$ cat src/rtl/reg_busy_table_pkg.sv
// reg_busy_table_pkg: shared register-address and ROB-tag types for the rename-side busy table.
package reg_busy_table_pkg;
  localparam int NUM_ARCH_REGS = 32;
  localparam int ROB_TAG_W = 4;
  localparam logic [4:0] ZERO_REG = 5'd0;
  typedef logic [4:0] reg_addr_t;
  typedef logic [ROB_TAG_W-1:0] rob_tag_t;
endpackage

$ cat src/rtl/reg_busy_table_if.sv
// reg_busy_table_if: alloc/writeback/flush/lookup bundle between rename and the busy table.
interface reg_busy_table_if
  import reg_busy_table_pkg::*;
#(
  parameter int TAG_W = ROB_TAG_W
);
  logic alloc_valid;
  reg_addr_t alloc_rd;
  logic [TAG_W-1:0] alloc_tag;
  logic wb_valid;
  reg_addr_t wb_rd;
  logic [TAG_W-1:0] wb_tag;
  logic flush;
  reg_addr_t rs1_addr;
  reg_addr_t rs2_addr;
  logic rs1_ready;
  logic rs2_ready;
  logic [TAG_W-1:0] rs1_tag;
  logic [TAG_W-1:0] rs2_tag;
  logic [31:0] busy_vec;
  modport master (
    output alloc_valid, alloc_rd, alloc_tag, wb_valid, wb_rd, wb_tag, flush, rs1_addr, rs2_addr,
    input rs1_ready, rs2_ready, rs1_tag, rs2_tag, busy_vec
  );
  modport slave (
    input alloc_valid, alloc_rd, alloc_tag, wb_valid, wb_rd, wb_tag, flush, rs1_addr, rs2_addr,
    output rs1_ready, rs2_ready, rs1_tag, rs2_tag, busy_vec
  );
endinterface

$ cat src/rtl/reg_busy_lookup.sv
// reg_busy_lookup: one source-operand lookup (ready bit + producer tag) into the busy table.
// REG_BUSY_WB_BYPASS_EN adds a same-cycle writeback bypass on the ready bit.
module reg_busy_lookup
  import reg_busy_table_pkg::*;
#(
  parameter int NUM_REGS = NUM_ARCH_REGS,
  parameter int TAG_W = ROB_TAG_W
) (
  input reg_addr_t addr_i,
  input logic [NUM_REGS-1:0] busy_i,
  input logic [NUM_REGS-1:0][TAG_W-1:0] tag_i,
`ifdef REG_BUSY_WB_BYPASS_EN
  input logic wb_valid_i,
  input reg_addr_t wb_rd_i,
  input logic [TAG_W-1:0] wb_tag_i,
`endif
  output logic ready_o,
  output logic [TAG_W-1:0] tag_o
);
  assign tag_o = tag_i[addr_i];
`ifdef REG_BUSY_WB_BYPASS_EN
  // A non-busy entry is already ready, so the busy qualifier is folded into the OR.
  assign ready_o = !busy_i[addr_i] || (wb_valid_i && wb_rd_i == addr_i && wb_tag_i == tag_o);
`else
  assign ready_o = !busy_i[addr_i];
`endif
endmodule

$ cat src/rtl/reg_busy_table.sv
// reg_busy_table: per-register busy bit and producer ROB tag with two rename lookup ports.
// Optional REG_BUSY_WB_BYPASS_EN enables same-cycle writeback bypass on rs*_ready.
module reg_busy_table
  import reg_busy_table_pkg::*;
#(
  parameter int NUM_REGS = NUM_ARCH_REGS,
  parameter int TAG_W = ROB_TAG_W
) (
  input logic clk,
  input logic reset,
  reg_busy_table_if.slave bus
);
  logic [NUM_REGS-1:0] busy_q, busy_d;
  logic [NUM_REGS-1:0][TAG_W-1:0] tag_q, tag_d;
  for (genvar r = 0; r < NUM_REGS; r++) begin : g_reg
    if (r == ZERO_REG) begin : g_zero
      assign busy_d[r] = 1'b0;
      assign tag_d[r] = tag_q[r];
    end else begin : g_arch
      logic alloc_hit, wb_hit;
      assign alloc_hit = !bus.flush && bus.alloc_valid && bus.alloc_rd == reg_addr_t'(r);
      assign wb_hit = bus.wb_valid && bus.wb_rd == reg_addr_t'(r) && tag_q[r] == bus.wb_tag;
      // Alloc overrides a same-cycle writeback; flush clears busy but keeps tags.
      assign busy_d[r] = !bus.flush && (alloc_hit || (busy_q[r] && !wb_hit));
      assign tag_d[r] = alloc_hit ? bus.alloc_tag : tag_q[r];
    end
  end
  always_ff @(posedge clk or posedge reset) begin
    if (reset) begin
      busy_q <= '0;
      tag_q <= '0;
    end else begin
      busy_q <= busy_d;
      tag_q <= tag_d;
    end
  end
  assign bus.busy_vec = busy_q;
  reg_busy_lookup #(.NUM_REGS(NUM_REGS), .TAG_W(TAG_W)) u_rs1 (
    .addr_i(bus.rs1_addr),
    .busy_i(busy_q),
    .tag_i(tag_q),
`ifdef REG_BUSY_WB_BYPASS_EN
    .wb_valid_i(bus.wb_valid),
    .wb_rd_i(bus.wb_rd),
    .wb_tag_i(bus.wb_tag),
`endif
    .ready_o(bus.rs1_ready),
    .tag_o(bus.rs1_tag)
  );
  reg_busy_lookup #(.NUM_REGS(NUM_REGS), .TAG_W(TAG_W)) u_rs2 (
    .addr_i(bus.rs2_addr),
    .busy_i(busy_q),
    .tag_i(tag_q),
`ifdef REG_BUSY_WB_BYPASS_EN
    .wb_valid_i(bus.wb_valid),
    .wb_rd_i(bus.wb_rd),
    .wb_tag_i(bus.wb_tag),
`endif
    .ready_o(bus.rs2_ready),
    .tag_o(bus.rs2_tag)
  );
endmodule

$ cat src/flat_wrapper.sv
// flat-port wrapper written by rule: the top's interface ports become plain ports
module reg_busy_table_flat import reg_busy_table_pkg::*;
#(
  parameter int NUM_REGS = NUM_ARCH_REGS,
  parameter int TAG_W = ROB_TAG_W
)
  (clk, reset, bus_alloc_valid, bus_alloc_rd, bus_alloc_tag, bus_wb_valid, bus_wb_rd, bus_wb_tag, bus_flush, bus_rs1_addr, bus_rs2_addr, bus_rs1_ready, bus_rs2_ready, bus_rs1_tag, bus_rs2_tag, bus_busy_vec);
  reg_busy_table_if #(.TAG_W(TAG_W)) bus_i ();
  input logic clk;
  input logic reset;
  input wire logic [$bits(bus_i.alloc_valid)-1:0] bus_alloc_valid;
  input wire logic [$bits(bus_i.alloc_rd)-1:0] bus_alloc_rd;
  input wire logic [$bits(bus_i.alloc_tag)-1:0] bus_alloc_tag;
  input wire logic [$bits(bus_i.wb_valid)-1:0] bus_wb_valid;
  input wire logic [$bits(bus_i.wb_rd)-1:0] bus_wb_rd;
  input wire logic [$bits(bus_i.wb_tag)-1:0] bus_wb_tag;
  input wire logic [$bits(bus_i.flush)-1:0] bus_flush;
  input wire logic [$bits(bus_i.rs1_addr)-1:0] bus_rs1_addr;
  input wire logic [$bits(bus_i.rs2_addr)-1:0] bus_rs2_addr;
  output wire logic [$bits(bus_i.rs1_ready)-1:0] bus_rs1_ready;
  output wire logic [$bits(bus_i.rs2_ready)-1:0] bus_rs2_ready;
  output wire logic [$bits(bus_i.rs1_tag)-1:0] bus_rs1_tag;
  output wire logic [$bits(bus_i.rs2_tag)-1:0] bus_rs2_tag;
  output wire logic [$bits(bus_i.busy_vec)-1:0] bus_busy_vec;
  assign bus_i.alloc_valid = bus_alloc_valid;
  assign bus_i.alloc_rd = bus_alloc_rd;
  assign bus_i.alloc_tag = bus_alloc_tag;
  assign bus_i.wb_valid = bus_wb_valid;
  assign bus_i.wb_rd = bus_wb_rd;
  assign bus_i.wb_tag = bus_wb_tag;
  assign bus_i.flush = bus_flush;
  assign bus_i.rs1_addr = bus_rs1_addr;
  assign bus_i.rs2_addr = bus_rs2_addr;
  assign bus_rs1_ready = bus_i.rs1_ready;
  assign bus_rs2_ready = bus_i.rs2_ready;
  assign bus_rs1_tag = bus_i.rs1_tag;
  assign bus_rs2_tag = bus_i.rs2_tag;
  assign bus_busy_vec = bus_i.busy_vec;
  reg_busy_table #(.NUM_REGS(NUM_REGS), .TAG_W(TAG_W)) u_core (.clk(clk), .reset(reset), .bus(bus_i));
endmodule
$ cat config.mk
export PLATFORM = sky130hd
export DESIGN_NAME = reg_busy_table_flat
export DESIGN_NICKNAME = d
export VERILOG_FILES = /design/src/rtl/reg_busy_table_pkg.sv /design/src/rtl/reg_busy_table_if.sv /design/src/rtl/reg_busy_lookup.sv /design/src/rtl/reg_busy_table.sv /design/src/flat_wrapper.sv
export SDC_FILE = /design/constraint.sdc
export NUM_CORES = 1
export LEC_CHECK = 0
export ABC_AREA = 1
export BUFFER_PORTS_ARGS = -buffer_cell sky130_fd_sc_hd__buf_2
export CORE_UTILIZATION = 60
export DETAILED_ROUTE_END_ITERATION = 8
export PLACE_DENSITY = 0.79
export SYNTH_ARGS = -nofsm -noshare
export SYNTH_HDL_FRONTEND = slang
export SYNTH_SLANG_ARGS = --single-unit
export TNS_END_PERCENT = 5
$ cat constraint.sdc
create_clock -name clk -period 5.8 [get_ports clk]
set_input_delay 0.58 -clock clk [delete_from_list [all_inputs] [get_ports clk]]
set_output_delay 0.58 -clock clk [all_outputs]
set_load 0.005 [all_outputs]
# Yosys cells after proc, flatten, opt, wreduce, memory -nomap -nowiden
# Index checks and enable logic that the tools add are counted.
[totals]
reg_bits = 155
latch_bits = 0
ram_bits = 0
mem_bits_ro = 0
inputBits = 33
wordCells = 356
mem_count = 0
[op_classes]
n_addsub = 0
mul = 0
div = 0
magnitude_cmp = 2
eq_ne = 93
n_shift = 0
muxes = 8
n_bitwise = 0
reduce_logical = 221
[op_table]
columns = ["op", "count"]
rows = [
  ["$eq 5x5->1 const B", 32],
  ["$logic_and 1x1->1", 156],
  ["$eq 4x4->1", 31],
  ["$eq 5x4->1 const B", 16],
  ["$bmux 4 s5", 2],
  ["$eq 5x3->1 const B", 8],
  ["$logic_not 1->1", 34],
  ["$logic_or 1x1->1", 31],
  ["$eq 5x2->1 const B", 4],
  ["$lt 5x6->1 const B", 2],
  ["$bmux 1 s5", 2],
  ["$eq 5x1->1 const B", 2],
  ["$mux 4", 2],
  ["$mux 1", 2],
]

# Depth between registers and ports, before layout
# Gate-level depths: netlist of the first run.
[depth]
depth_word = 7
depth_mapped = 10

# Modules after synthesis
# From an unflattened synthesis of the first run, not the netlist that was laid out.
[hier_totals]
hier_cells = 2007
area_unflattened_um2 = 11802.6
[modules_own_cells]
columns = ["mod", "n_inst", "cells_each", "area_per_inst_um2"]
rows = [
  ["reg_busy_table", 1, 1213, 8291.7],
  ["reg_busy_lookup", 2, 397, 1755.4],
]

# Worst setup path after synthesis of the first run
# Ideal clock, no wire load.
[synth_timing]
kind = "input to output"
start = "in bus_rs2_addr[0]"
end = "out bus_rs2_tag[1]"
t_arrival_ns = 1.447
required_time_ns = 5.220
setup_slack_ns = 3.773
stages = 10
path_buffers = 3
cell_sequence = "buf_4 inv_2 buf_4 buf_6 nand2_1 nand3_1 nand3_1 nand3_1 nand3_1 nand2_1"
[synth_via]
elab_chain_len = 2
[synth_rtl]
columns = ["element", "line", "source"]
rows = [
  ["start, declared", "flat_wrapper.sv:19", "input wire logic [$bits(bus_i.rs2_addr)-1:0] bus_rs2_addr;"],
  ["$bmux 4 s5", "reg_busy_lookup.sv:20", "assign tag_o = tag_i[addr_i];"],
  ["$mux 4 (not written as such)", "reg_busy_lookup.sv:20", ""],
  ["end, declared", "flat_wrapper.sv:23", "output wire logic [$bits(bus_i.rs2_tag)-1:0] bus_rs2_tag;"],
]
# No other way between the ends. The select of a mux whose other input is x is not followed.

# Final worst setup path of the first run
[layout_timing]
start = "in bus_rs1_addr[1]"
end = "out bus_rs1_tag[0]"
[layout_via]
elab_chain_len = 2
[layout_rtl]
columns = ["element", "line", "source"]
rows = [
  ["start, declared", "flat_wrapper.sv:18", "input wire logic [$bits(bus_i.rs1_addr)-1:0] bus_rs1_addr;"],
  ["$bmux 4 s5", "reg_busy_lookup.sv:20", ""],
  ["$mux 4 (not written as such)", "reg_busy_lookup.sv:20", ""],
  ["end, declared", "flat_wrapper.sv:22", "output wire logic [$bits(bus_i.rs1_tag)-1:0] bus_rs1_tag;"],
]
# No other way between the ends. The select of a mux whose other input is x is not followed.

==> impl_metrics.json, run 1 <==
{
  "fin_util_pct": 66.8,
  "dieArea_um2": 18600,
  "r2r-end": "u_core.bus.busy_vec[21]",
  "rsz0062_at_grt": "false",
  "cp_num_cells": 10,
  "synth_area_leader_cell": "dfrtp_1",
  "drt-initial-drc-count": 2468,
  "drive_above_1_share_pct": 7.29,
  "cp-start-kind": "input pin",
  "num_rows": 48,
  "h-tree-depth": 4,
  "die_height_um": 136,
  "drc": 0,
  "drtPass1Iterations": 7,
  "max_freq_mhz": 295,
  "worst_hold_path_type": "in2async",
  "p_leak_nw": 5.66,
  "drv_cap": 0,
  "die_x_um": 136,
  "grt_start_max_net_pins": 103,
  "crit_fanout": 43,
  "cp_data_arrival_time_ns": 2.81,
  "ios": 75,
  "routed_via_density": 6.28,
  "gp_congestion": 1.03,
  "layout_common_cells": "594 x nand2_1, 280 x nand3_1, 184 x nor2_1",
  "syn_avg_cell_area_um2": 6.23,
  "ys_seq_area_share_pct": 35.8,
  "synthTopCellsByArea": "dfrtp_1 36%, nand2_1 21%, nand3_1 13%",
  "netlist.area_leader.share_pct": 35.8,
  "grt_pass1_vias": 10614,
  "r2r_cells": 6,
  "cp.required_ns": 5.22,
  "endpoint_kind": "output pin",
  "finalHoldViolations": 0,
  "power_density_nw_per_um2": 275,
  "tritoncts": "yes",
  "yosys_register_bits": 155,
  "synth_fp_nets": 1770,
  "hpwl_um": 27700,
  "cts_resized": 0,
  "worstMarginPinSlew_ns": 1.22,
  "grt_pass1_wl_um": 63000,
  "r2r_setup_slack_ns": 4.54,
  "numCtsBuffers": 17,
  "synth.distinct_cells": 21,
  "start_util_pct": 61.9,
  "fin_skew_ns": 0.00993,
  "period_needed_ns": 3.39,
  "grtUsageTotal_pct": 46.3,
  "path_cells": "buf_2, buf_4, inv_1, nand3_1, nand3_1, nand3_1, nand2_1, nand2_1, nand2_1, buf_2",
  "endpoint": "bus_rs1_tag[0]",
  "cts_setup_buffers": 0,
  "wirelength_um": 42400,
  "grt_remaining_overflow": 0,
  "io_buffers": 73,
  "vdd_drop_max_v": 0.000247,
  "layout.nets": 1777,
  "setup_ws_ns": 2.41,
  "coreArea_um2": 17500,
  "syn_area_um2": 10800,
  "final_common_cell": "nand2_1",
  "drt-wirelength-per-cell_um": 21.4,
  "post-route-period-util_pct": 58.5,
  "clk_transition_reported_paths_ns": 0.06,
  "cpPeakStageDelay_ns": 0.67,
  "clkLatencyLatePin_ns": 0.45,
  "dp_slack_ns": 2.59,
  "critical_path_class": "in2out",
  "yosys_warnings": 0,
  "finalSetupViolCount": 0,
  "final_antenna_net_count": 0,
  "ctsRootBufferMaster": "clkbuf_16",
  "crit_family": "buffers and inverters",
  "slew_headroom_pct": 18.8,
  "clockBufferDepth": 2,
  "area_growth_pct": 7.94,
  "antenna_cells": 0,
  "tns_ns": 0,
  "startpoint": "bus_rs1_addr[1]",
  "r2r_start": "u_core.tag_q[87]",
  "cts_sinks": 155,
  "syn_inst": 1737,
  "cp_slowest_cell": "inv_1",
  "dr_total_vias": 12432,
  "antenna_found_initial": 1,
  "cts_hold_buffers": 0,
  "status": "finished clean",
  "slew_viol_final": 0,
  "crit_buf_inv": 4
}
[registers in the layout, summed over array words and instances (netlist names)]
signal               flops
u_core.tag_q           124
u_core.bus.busy_vec     31
[logic make-up after synthesis]
logic type                after synthesis  share of synthesized area, %
buffers and inverters                 220                          8.72
DFF                                   155                          35.8
other                                   1                        0.0347
AOI/OAI and AO/OA                     236                          10.9
and+or+nand+nor                      1090                          41.7
xor gates and xnor gates               35                          2.83
[stage by stage]
stage	std cells	power, mW	hold slack, ns	cell area, µm²
2_1_floorplan	1737	1.80	0.453	10800
3_3_place_gp	1950	2.00	0.470	11100
3_5_place_dp	1950	2.01	0.475	11100
4_1_cts	1981	3.17	0.410	11700
5_1_grt	1981	3.32	0.435	11700
6_report	1981	3.22	0.301	11700
[worst reg2reg max path, cell delays in order (launching register included)]
cell and delay, ns:
dfrtp_1 0.41, inv_1 0.16, nor2_1 0.06, nor3_1 0.21
nand3_1 0.13, nand2_1 0.07, a21oi_1 0.06
[cells in the mapped netlist, drive strengths merged]
cell    number
inv        120
o21ai      165
conb         1
dfrtp      155
xor2        35
nand3      280
nor2       187
clkinv       2
nand2      594
clkbuf      34
nor3b        7
buf         64
a21oi       71
nor3        22
[power by group]
group / internal, mW / total, mW / switching, mW
registers: 1.19 / 1.32 / 0.128
clock network: 0.656 / 1.18 / 0.527
logic: 0.220 / 0.711 / 0.490
[cell type report]
cell class / count / area, µm²
clock buffer: 18 / 439
clock inverter: 13 / 156
fill: 1594 / 5800
inverter: 122 / 463
multi-input combinational: 1362 / 6000
sequential: 155 / 3880
tap: 225 / 282
timing repair buffer: 86 / 463
[worst min-delay path by stage]
stage	start	to	slack, ns
4_1_cts	reset	u_core.tag_q[54]	0.41
2_1_floorplan	u_core.tag_q[17]	u_core.tag_q[17]	0.45
3_3_place_gp	u_core.tag_q[29]	u_core.tag_q[29]	0.47
6_report	reset	u_core.tag_q[54]	0.30
3_5_place_dp	u_core.tag_q[29]	u_core.tag_q[29]	0.47
5_1_grt	reset	u_core.tag_q[54]	0.44
[layer usage]
metal,vias up,track usage [%],part of all wire (%)
li1,5581,-,-
met2,1064,66.3,41
met3,199,12.6,15
met4,0,24.2,6.0
met5,-,0,0
met1,5588,63.3,38
(Power assumes the default switching activity.)
==> run 2: changes to the inputs <==
--- a/config.mk
+++ b/config.mk
@@ -7,9 +7,9 @@
 export LEC_CHECK = 0
 export ABC_AREA = 1
 export BUFFER_PORTS_ARGS = -buffer_cell sky130_fd_sc_hd__buf_2
-export CORE_UTILIZATION = 60
+export CORE_UTILIZATION = 56
 export DETAILED_ROUTE_END_ITERATION = 8
-export PLACE_DENSITY = 0.79
+export PLACE_DENSITY = 0.78
 export SYNTH_ARGS = -nofsm -noshare
 export SYNTH_HDL_FRONTEND = slang
 export SYNTH_SLANG_ARGS = --single-unit
==> constraint.sdc (replaced) <==
create_clock -name clk -period 3.04 [get_ports clk]
set_input_delay 0.304 -clock clk [delete_from_list [all_inputs] [get_ports clk]]
set_output_delay 0.304 -clock clk [all_outputs]
set_load 0.005 [all_outputs]
==> run 2 against run 1 <==
Global-route usage decreased by 2.5 points; worst hold slack got worse by 0.28 ns; register-to-register slack got worse by 2.8 ns; sequential share of layout area decreased by 0.59 points; largest cell class unchanged; non-clock buffer count increased by 20; worst setup slack got worse by 1.8 ns; via count decreased by 0.56%.
==> impl_metrics.json, run 2 (same netlist as run 1, synthesis figures left out) <==
{
  "ctsRootBufferMaster": "clkbuf_16",
  "r2r_cells": 6,
  "pwr-share-seq_pct": 41.5,
  "power_density_nw_per_um2": 513,
  "period_needed_ns": 2.41,
  "endpoint_kind": "output pin",
  "drt-wirelength-per-cell_um": 20.9,
  "die_x_um": 141,
  "dieArea_um2": 19900,
  "p_sw_mw": 2.16,
  "area_growth_pct": 9.91,
  "crit_buf_inv": 3,
  "rsz0062_at_grt": "false",
  "antenna_found_initial": 1,
  "cts_resized": 0,
  "comb_power_share_pct": 22.3,
  "cpPeakStageDelay_ns": 0.63,
  "post-route-period-util_pct": 79.2,
  "worst_hold_path_type": "in2async",
  "final_antenna_net_count": 0,
  "numCtsBuffers": 17,
  "grt_remaining_overflow": 0,
  "clockBufferDepth": 2,
  "slew_headroom_pct": 35.8,
  "cp_slowest_cell": "buf_4",
  "largest_reg_flops": 124,
  "clk_transition_reported_paths_ns": 0.07,
  "drc": 0,
  "fin_skew_ns": 0.0110,
  "critical_path_class": "in2out",
  "cts_hold_buffers": 0,
  "cp-start-kind": "input pin",
  "grt_start_max_net_pins": 73,
  "drtPass1Iterations": 6,
  "cp.required_ns": 2.74,
  "cts_sinks": 155,
  "num_rows": 50,
  "slew_viol_final": 0,
  "cts_setup_buffers": 0,
  "io_buffers": 73,
  "final_common_cell": "nand2_1",
  "p_sw_share_pct": 35.3,
  "final_cell_count_no_fill": 2038,
  "p_leak_nw": 5.76,
  "die_height_um": 141,
  "finalSetupViolCount": 0,
  "max_freq_mhz": 415,
  "vdd_drop_max_v": 0.000442,
  "power_frac_clock_pct": 36.2,
  "max_flop_register": "u_core.tag_q",
  "crit_family": "buffers and inverters",
  "stdcell_area_um2": 11900,
  "tns_ns": 0,
  "grtUsageTotal_pct": 43.8,
  "clkLatencyLatePin_ns": 0.44,
  "placed_area_um2": 11300,
  "hpwl_um": 28700,
  "dr_total_vias": 12362,
  "path_cells": "buf_2, buf_4, nor2_1, a21oi_1, nand3_1, nand3_1, nand3_1, nand2_1, buf_2",
  "routed_via_density": 6.07,
  "ios": 75,
  "cp_common_cell": "nand3_1",
  "grt_pass1_wl_um": 64800,
  "drv_cap": 0,
  "startpoint": "bus_rs2_addr[0]",
  "r2r_setup_slack_ns": 1.79,
  "wirelength_um": 42600,
  "finalHoldViolations": 0,
  "layout.nets": 1797,
  "fin_util_pct": 63.2,
  "layout_common_cells": "594 x nand2_1, 280 x nand3_1, 184 x nor2_1",
  "gp_congestion": 1.12,
  "h-tree-depth": 4,
  "tritoncts": "yes",
  "coreArea_um2": 18800,
  "cp_data_arrival_time_ns": 2.10,
  "crit_fanout": 72,
  "start_util_pct": 57.5,
  "drive_above_1_share_pct": 8.33,
  "p_int_mw": 3.95,
  "r2r_start": "u_core.tag_q[102]",
  "grt_pass1_vias": 11278,
  "r2r-end": "u_core.bus.busy_vec[25]",
  "place_inst": 2005,
  "status": "finished clean",
  "worstMarginPinSlew_ns": 0.962,
  "drt-initial-drc-count": 1861
}
-- run 2: final cells by class --
type	count	area, µm²
fillers	1812	6940
clock inverters	14	160
flip-flops and latches	155	3880
repair buffers	106	638
diodes	2	5.00
multi-input cells	1362	6000
clock buffers	17	425
well taps	260	325
inverters	122	462
-- run 2: routing by layer --
layer | global-route usage (%) | vias up | share of wire [%]
met2 | 64.8 | 849 | 43
met4 | 22.6 | 0 | 4.6
li1 | - | 5627 | -
met5 | 0 | - | 0
met3 | 11.5 | 141 | 13
met1 | 58.8 | 5745 | 40
-- run 2: worst max path at each step --
stage                         endpoint  slack, ns  depth (start not counted)
3_3_place_gp            bus_rs2_tag[3]       0.75                          9
5_1_grt                 bus_rs1_tag[3]       0.61                          9
3_5_place_dp            bus_rs2_tag[3]       0.75                          9
6_report                bus_rs2_tag[3]       0.63                          9
2_1_floorplan  u_core.bus.busy_vec[10]       0.78                          1
4_1_cts                 bus_rs2_tag[3]       0.75                          9
-- run 2: power by group through the flow --
stage	logic [mW]	clock network (mW)	registers, mW
CTS	1.33	2.21	2.52
detailed placement	1.32	0	2.55
global route	1.51	2.29	2.55
floorplan	0.951	0	2.48
finish	1.36	2.21	2.53
global placement	1.29	0	2.55
-- run 2: per-stage QoR --
step / worst slack, ns / power [mW] / hold WS (ns)
3_3_place_gp: 0.752 / 3.83 / 0.469
5_1_grt: 0.611 / 6.35 / 0.0655
2_1_floorplan: 0.777 / 3.43 / 0.367
6_report: 0.631 / 6.10 / 0.0218
3_5_place_dp: 0.750 / 3.87 / 0.475
4_1_cts: 0.750 / 6.05 / 0.0353
==> run 3: changes to the inputs <==
--- a/config.mk
+++ b/config.mk
@@ -7,9 +7,9 @@
 export LEC_CHECK = 0
 export ABC_AREA = 1
 export BUFFER_PORTS_ARGS = -buffer_cell sky130_fd_sc_hd__buf_2
-export CORE_UTILIZATION = 56
+export CORE_UTILIZATION = 60
 export DETAILED_ROUTE_END_ITERATION = 8
-export PLACE_DENSITY = 0.78
+export PLACE_DENSITY = 0.79
 export SYNTH_ARGS = -nofsm -noshare
 export SYNTH_HDL_FRONTEND = slang
 export SYNTH_SLANG_ARGS = --single-unit
==> constraint.sdc (replaced) <==
create_clock -name clk -period 2.5 [get_ports clk]
set_input_delay 0.25 -clock clk [delete_from_list [all_inputs] [get_ports clk]]
set_output_delay 0.25 -clock clk [all_outputs]
set_load 0.005 [all_outputs]
==> run 3 against run 2 <==
Register-to-register slack got worse by 0.57 ns; clock power rose by 16%; worst setup slack got worse by 0.17 ns; core utilization rose by 4.9 points; clock-buffer cell count rose by 3; sequential cell count did not move; first-iteration DRC count rose by 0.86%; critical path depth did not move; die area fell by 6.6%; highest routed layer unchanged.
==> impl_metrics.json, run 3 (same netlist as run 1, synthesis figures left out) <==
{
  "status": "finished clean",
  "p_leak_nw": 5.77,
  "fin_util_pct": 68.0,
  "ios": 75,
  "power_frac_clock_pct": 35.0,
  "ctsRootBufferMaster": "clkbuf_16",
  "grt_start_max_net_pins": 97,
  "final_cell_count_no_fill": 2006,
  "power_mw": 7.31,
  "cp_data_arrival_time_ns": 1.79,
  "cp-start-kind": "flip-flop",
  "endpoint_kind": "output pin",
  "dp_slack_ns": 0.573,
  "area_growth_pct": 9.85,
  "r2r_cells": 5,
  "h-tree-depth": 4,
  "layout_common_cells": "594 x nand2_1, 280 x nand3_1, 184 x nor2_1",
  "grt_pass1_wl_um": 63900,
  "drc": 0,
  "place_inst": 1972,
  "antenna_found_initial": 1,
  "num_rows": 48,
  "tritoncts": "yes",
  "final_common_cell": "nand2_1",
  "drv_cap": 0,
  "vdd_drop_max_v": 0.000621,
  "worst_hold_path_type": "in2reg",
  "io_buffers": 73,
  "power_density_nw_per_um2": 615,
  "wirelength_um": 41500,
  "die_x_um": 136,
  "dr_wl_met2_um": 17500,
  "startpoint": "u_core.tag_q[61]",
  "start_util_pct": 61.9,
  "numCtsBuffers": 17,
  "die_height_um": 136,
  "slew_viol_final": 0,
  "wl_met1_um": 16100,
  "p_int_mw": 4.67,
  "clk_transition_reported_paths_ns": 0.08,
  "clockBufferDepth": 2,
  "pwr-share-seq_pct": 42.3,
  "post-route-period-util_pct": 81.4,
  "max_flop_register": "u_core.tag_q",
  "fin_hold_ws_ns": 0.336,
  "grt_pass1_vias": 11387,
  "largest_reg_flops": 124,
  "cts_sinks": 155,
  "top_layer": "met4",
  "r2r-end": "u_core.bus.busy_vec[23]",
  "r2r_setup_slack_ns": 1.22,
  "hpwl_um": 28000,
  "coreArea_um2": 17500,
  "dieArea_um2": 18600,
  "r2r_start": "u_core.tag_q[94]",
  "drt-wirelength-per-cell_um": 20.7,
  "max_freq_mhz": 491,
  "setup_ws_ns": 0.464,
  "drt-initial-drc-count": 1877,
  "tns_ns": 0,
  "cp.required_ns": 2.25,
  "drtPass1Iterations": 9,
  "fillers": 1573,
  "cts_resized": 0,
  "grt_remaining_overflow": 0,
  "stdcell_area_um2": 11900,
  "comb_power_share_pct": 22.6,
  "drive_above_1_share_pct": 8.43,
  "clkLatencyLatePin_ns": 0.45,
  "rsz0062_at_grt": "false",
  "p_sw_mw": 2.65,
  "critical_path_class": "reg2out",
  "dr_wl_met3_um": 5620,
  "worstMarginPinSlew_ns": 0.914,
  "crit_fanout": 3,
  "endpoint": "bus_rs2_tag[1]",
  "final_antenna_net_count": 0,
  "routed_via_density": 6.22,
  "hold_start": "bus_wb_rd[4]",
  "dr_total_vias": 12472,
  "grtUsageTotal_pct": 46.2,
  "layout.nets": 1800,
  "finalHoldViolations": 0,
  "slew_headroom_pct": 39.0,
  "p_sw_share_pct": 36.2,
  "finalSetupViolCount": 0,
  "fin_skew_ns": 0.0102,
  "placed_area_um2": 11300,
  "period_needed_ns": 2.04,
  "gp_congestion": 0.984
}
-- run 3: routing by layer --
| layer | GRT usage, % | up-vias |
|---|---|---|
| met5 | 0 | - |
| met4 | 28.2 | 0 |
| met3 | 11.9 | 171 |
| met2 | 66.7 | 998 |
| met1 | 61.6 | 5667 |
| li1 | - | 5636 |
-- run 3: layout make-up --
type                    count  area [µm²]  share of cell area, %
diodes                      1        2.50                 0.0211
clock buffers              20         457                   3.84
clock inverters            12         106                  0.895
inverters                 122         462                   3.88
multi-input cells        1362        6000                   50.5
flip-flops and latches    155        3880                   32.6
well taps                 225         282                   2.37
repair buffers            109         701                   5.89
-- run 3: power by group through the flow --
stage / logic (mW) / registers [mW] / clock network [mW]
floorplan: 1.16 / 3.01 / 0
global placement: 1.55 / 3.11 / 0
CTS: 1.60 / 3.08 / 2.54
finish: 1.65 / 3.10 / 2.56
detailed placement: 1.59 / 3.11 / 0
global route: 1.84 / 3.12 / 2.65
-- run 3: timing repair --
item                                   CTS  global route
buffers inserted                         0             0
hold buffers                             1             0
endpoints found under the hold margin   59             0
-- run 3: worst min path at each step --
stage               slack (ns)                       to  cells after the start
CTS                       0.33  u_core.bus.busy_vec[16]                      6
detailed placement        0.40         u_core.tag_q[26]                      3
finish                    0.34  u_core.bus.busy_vec[16]                      6
global placement          0.38         u_core.tag_q[24]                      3
floorplan                 0.31   u_core.bus.busy_vec[7]                      1
global route              0.40  u_core.bus.busy_vec[16]                      6
-- run 3: critical path, cell delays in order (launching register included) --
cell	delay, ns
dfrtp_1	0.41
inv_1	0.09
nand2_1	0.06
nand3_1	0.10
nand3_1	0.10
nand3_1	0.15
nand2_1	0.07
nand2_1	0.08
nand2_1	0.13
buf_2	0.16
